### src/rtl/conv_viterbi_codec.sv
// conv_viterbi_codec: rate-1/2 K=3 (7,5) convolutional encoder plus 4-state hard-decision Viterbi decoder
module conv_viterbi_codec #(
    parameter int TB_DEPTH = 32,
    parameter int PM_W     = 6
) (
    input  logic       clk,
    input  logic       rst,
    input  logic       enc_enable_i,
    input  logic       enc_d_in,
    output logic       enc_valid_o,
    output logic [1:0] enc_d_out,
    input  logic       dec_enable,
    input  logic [1:0] dec_d_in,
    output logic       dec_d_out
);
    localparam logic [PM_W:0] PM_MAX = {1'b0, {PM_W{1'b1}}};

    logic [1:0]          enc_sr_q;
    logic [PM_W-1:0]     pm_q [4];
    logic [PM_W-1:0]     pm_d [4];
    logic [PM_W-1:0]     raw [4];
    logic [TB_DEPTH-2:0] surv_q [4];
    logic [TB_DEPTH-1:0] surv_d [4];
    logic [PM_W-1:0]     min01, min23, pm_min;
    logic [1:0]          best01, best23, best;

    function automatic logic [1:0] hd(input logic [1:0] a, input logic [1:0] b);
        return {1'b0, a[1] ^ b[1]} + {1'b0, a[0] ^ b[0]};
    endfunction

    function automatic logic [PM_W-1:0] sat_add(input logic [PM_W-1:0] pm, input logic [1:0] bm);
        logic [PM_W:0] s;
        s = {1'b0, pm} + {{(PM_W-1){1'b0}}, bm};
        return (s > PM_MAX) ? {PM_W{1'b1}} : s[PM_W-1:0];
    endfunction

    // Encoder: shift in the new bit and emit {g0,g1}; valid tracks the enable
    always_ff @(posedge clk or negedge rst) begin
        if (!rst) begin
            enc_sr_q    <= '0;
            enc_d_out   <= '0;
            enc_valid_o <= 1'b0;
        end else begin
            enc_valid_o <= enc_enable_i;
            if (enc_enable_i) begin
                enc_d_out <= {enc_d_in ^ enc_sr_q[1] ^ enc_sr_q[0], enc_d_in ^ enc_sr_q[0]};
                enc_sr_q  <= {enc_d_in, enc_sr_q[1]};
            end
        end
    end

    // Add-compare-select per next state n={b,p1}; predecessors {p1,0} and {p1,1}, tie keeps s0=0
    for (genvar g = 0; g < 4; g++) begin : acs
        localparam logic [1:0] N = 2'(g);
        logic [PM_W-1:0] c0, c1;
        logic            sel;
        assign c0        = sat_add(pm_q[{N[0], 1'b0}], hd(dec_d_in, {N[1] ^ N[0], N[1]}));
        assign c1        = sat_add(pm_q[{N[0], 1'b1}], hd(dec_d_in, {~(N[1] ^ N[0]), ~N[1]}));
        assign sel       = c1 < c0;
        assign raw[g]    = sel ? c1 : c0;
        assign surv_d[g] = {surv_q[{N[0], sel}], N[1]};
        assign pm_d[g]   = raw[g] - pm_min;
    end

    // Minimum metric and best state, lowest index wins ties
    always_comb begin
        best01 = (raw[1] < raw[0]) ? 2'd1 : 2'd0;
        min01  = (raw[1] < raw[0]) ? raw[1] : raw[0];
        best23 = (raw[3] < raw[2]) ? 2'd3 : 2'd2;
        min23  = (raw[3] < raw[2]) ? raw[3] : raw[2];
        best   = (min23 < min01) ? best23 : best01;
        pm_min = (min23 < min01) ? min23 : min01;
    end

    // Decoder state: normalized metrics, register-exchange survivors, oldest bit of best path out
    always_ff @(posedge clk or negedge rst) begin
        if (!rst) begin
            for (int i = 0; i < 4; i++) begin
                pm_q[i]   <= (i == 0) ? '0 : PM_W'(8);
                surv_q[i] <= '0;
            end
            dec_d_out <= 1'b0;
        end else if (dec_enable) begin
            for (int i = 0; i < 4; i++) begin
                pm_q[i]   <= pm_d[i];
                surv_q[i] <= surv_d[i][TB_DEPTH-2:0];
            end
            dec_d_out <= surv_d[best][TB_DEPTH-1];
        end
    end
endmodule

### config.mk
export PLATFORM = sky130hd
export DESIGN_NAME = conv_viterbi_codec
export DESIGN_NICKNAME = d
export VERILOG_FILES = /design/src/rtl/conv_viterbi_codec.sv
export SDC_FILE = /design/constraint.sdc
export NUM_CORES = 1
export LEC_CHECK = 0
export ABC_AREA = 1
export BUFFER_PORTS_ARGS = -buffer_cell sky130_fd_sc_hd__buf_2
export CORE_MARGIN = 1.5
export CORE_UTILIZATION = 48
export DETAILED_ROUTE_END_ITERATION = 8
export SLEW_MARGIN = 20
export SYNTH_ARGS = -nofsm -noshare
export SYNTH_HDL_FRONTEND = slang
export SYNTH_SLANG_ARGS = --single-unit
### constraint.sdc
create_clock -name clk -period 14.9 [get_ports clk]
set_clock_uncertainty 0.2 [all_clocks]
set_input_delay 2.98 -clock clk [delete_from_list [all_inputs] [get_ports clk]]
set_output_delay 2.98 -clock clk [all_outputs]
set_load 0.02 [all_outputs]
==> impl_metrics.sql <==
INSERT INTO impl_metrics (metric_group, metric, value, unit) VALUES
('sta', 'tns', '0', 'ns'),
('yosys', 'netlist.top_cell.by_area', 'dfrtp_1', ''),
('worst_setup_path', 'required', '14.98', 'ns'),
('sta', 'grt_setup_unrepaired', 'no', ''),
('sta', 'timing_hold_violations_final', '0', ''),
('routing', 'router_iterations_before_antenna_repair', '6', ''),
('placement', 'final_weighted_congestion_in_routability_driven_placement', '0.926', ''),
('routing', 'drt-initial-drc-count', '589', ''),
('clock_network', 'ctsRootBufferMaster', 'clkbuf_16', ''),
('worst_hold_path', 'worstHoldPathType', 'reg -> reg', ''),
('worst_setup_path', 'cp_slowest_cell', 'nand2_2', ''),
('clock_network', 'ctsLongestPathBuffers', '2', ''),
('yosys', 'post_synth.cell_area_avg', '6.99', 'um2'),
('sta', 'period_needed', '10.83', 'ns'),
('worst_setup_path', 'critPathCaptureType', 'register', ''),
('outcome', 'status', 'complete, no violations', ''),
('clock_network', 'cts_made_buffers', '17', ''),
('sta', 'min_period_over_period', '0.727', ''),
('yosys', 'synth.yosys.seq_area_share', '0.362', ''),
('grt', 'globalRouteOverflowTotal', '0', ''),
('yosys', 'synth_fp_nets', '1544', ''),
('clock_network', 'cts_sinks', '149', ''),
('routing', 'route.final.wire_length', '26500', 'um'),
('clock_network', 'post_cts_resize_count', '0', ''),
('clock_network', 'cts_tree', 'done', ''),
('yosys', 'synth_top_cells_by_count', '317 x nand2_1, 293 x o21ai_0, 187 x inv_1, 146 x dfrtp_1, 112 x nor2_1', ''),
('routing', 'route.antenna.remaining_nets', '0', ''),
('grt', 'grt_max_degree', '101', ''),
('job', 'number_of_maximum_capacitance_violations', '0', ''),
('yosys', 'synth_top_cell_area_share', '0.354', ''),
('routing', 'vias_per_cell', '5.34', ''),
('yosys', 'synth_top_cells_by_area', 'dfrtp_1 35%, o21ai_0 14%, nand2_1 12%', ''),
('clock_network', 'clock_latency', '0.44', 'ns'),
('clock_network', 'post_cts.repair.setup_buffers', '0', ''),
('floorplan', 'top_level_ports', '11', ''),
('sta', 'final_max_slew_viol_count', '0', ''),
('final_layout', 'post_route_cells_drive_above_1_share', '0.0800', ''),
('yosys', 'synth_seq_cells', '149', ''),
('yosys', 'yosys_warnings', '0', ''),
('yosys', 'ys.flop_type', 'dfrtp_1', ''),
('yosys', 'synth.cell_area', '10300', 'um2'),
('placement', 'portBuffers', '10', ''),
('grt', 'global_route_wire_length_before_repair', '44100', 'um'),
('clock_network', 'htree_num_levels', '4', ''),
('floorplan', 'fp.coreArea', '21000', 'um2'),
('grt', 'grt_pass1_vias', '8796', ''),
('final_layout', 'layout.area.seq', '3730', 'um2'),
('routing', 'routedWlPerCell', '15.2', 'um'),
('routing', 'route.vias.total', '9273', ''),
('yosys', 'async_reset_ff_frac', '1.00', ''),
('final_layout', 'areaGrowthSynthToFinish', '7.45', '%'),
('yosys', 'synth_cells', '1476', ''),
('worst_setup_path', 'startpoint_type', 'input pin', ''),
('worst_setup_path', 'crit_path_frequent_cell', 'nand2_1', ''),
('floorplan', 'die_w', '150', 'um'),
('floorplan', 'die_h', '150', 'um'),
('placement', 'hpwl', '18400', 'um'),
('worst_setup_path', 'setup.worst_path.class', 'in -> reg', ''),
('worst_setup_path', 'worst_ep_arrival_time', '10.91', 'ns'),
('worst_setup_path', 'worstPathMaxFanout', '59', ''),
('clock_network', 'cts_hold_repair.buffers', '0', ''),
('floorplan', 'initial_core_utilization', '0.491', ''),
('worst_setup_path', 'worst_path_largest_cell_delay', '0.72', 'ns'),
('clock_network', 'clkSlewWorstSetupHoldPaths', '0.07', 'ns'),
('grt', 'grt_use_total', '0.251', ''),
('yosys', 'number_of_enable_flip_flop_cells_after_synthesis', '0', ''),
('final_layout', 'multi_input_comb_area', '5600', 'um2'),
('sta', 'final-setup-viol-count', '0', ''),
('sta', 'slew_headroom', '0.319', ''),
('final_layout', 'design.final.nets', '1517', ''),
('final_layout', 'num_antenna_cells', '0', ''),
('floorplan', 'row_count', '53', ''),
('yosys', 'synth.most_common_cell', 'nand2_1', ''),
('sta', 'timing_worst_slew_pin_value', '1.02', 'ns'),
('grt', 'number_of_antenna_violations_at_the_first_check_in_global_routing', '0', ''),
('routing', 'count_of_unresolved_drc_violations_after_routing', '0', ''),
('floorplan', 'die_outline_area', '22400', 'um2'),
('yosys', 'yosys.cell_types.count', '41', ''),
('final_layout', 'fill_cells', '2075', ''),
('sta', 'fmax', '0.0923', 'GHz');
## sequential cells by signal, indices dropped and copies added, names as in the netlist
signal,flops
pm_q,24
enc_d_out,2
enc_sr_q,2
enc_valid_o,1
dec_d_out,1
surv_q,119
## logic make-up (layout without fill, tap and decap cells)
kind of cell             Yosys count  count (layout)  synth area share
buffers and inverters            255             241            0.0957
AND/OR/NAND/NOR                  595             595             0.255
adder cells (fa/ha/maj)           61              61            0.0740
AO/OA/AOI/OAI                    401             401             0.201
XOR/XNOR                          15              15            0.0127
flip-flops                       149             149             0.362
## worst max-delay path: cells and delay by family
family	cells	cell delay, ns
adders and majority gates	8	2.20
buffers and inverters	8	1.15
and+or+nand+nor	22	2.69
AOI/OAI and AO/OA	7	1.87
## area by class of cell
class,instances,area share
sequential,149,0.337
tap,275,0.0311
inverter,195,0.0663
timing repair buffer,14,0.00802
clock inverter,15,0.0142
multi-input combinational,1072,0.505
clock buffer,17,0.0384
## layout by cell type, fill, tap and decap left out, drive strengths merged, types with 4 or more instances in the layout
cell / n
xnor2: 4
nand3b: 4
xor2: 11
nand4: 8
dfrtp: 146
ha: 61
clkinv: 6
clkbuf: 17
nand3: 103
inv: 202
buf: 14
o21ai: 304
nand2: 346
or2: 6
a21oi: 81
nor2: 121
nor3: 4
## path summary, 6_finish.rpt
kind                            slack (ns)          end  cells after the start        start
worst max-delay path                  4.07      pm_q[4]                     45  dec_d_in[0]
worst min-delay path                  0.27    surv_q[0]                      1    surv_q[0]
worst max register to register        6.73      pm_q[4]                     44     pm_q[19]
worst min register to register        0.27    surv_q[0]                      1    surv_q[0]
max in group asynchronous            10.83  surv_q[103]                      2          rst
min in group asynchronous             2.46     pm_q[11]                      1          rst
## metrics by stage
step                      utilization  setup WS (ns)  hold WS, ns  instances  area [um2]
after global routing            0.527           3.16        0.300       1737       11100
after floorplan                     -           5.67        0.239       1476       10300
after detailed placement        0.499           3.65        0.253       1705       10500
final                           0.527           4.07        0.275       1737       11100
after CTS                       0.527           4.08        0.278       1737       11100
after global placement          0.499           3.94        0.255       1705       10500
## metal layers
metal	vias to the layer above	wire, um	track usage
li1	4763	-	-
met1	4296	12400	0.336
met2	172	12300	0.409
met3	42	906	0.0348
met4	0	844	0.101
met5	-	0	0
Power is not shown: default switching activity piles up to over one toggle a cycle in this logic, so the estimate is an artifact.
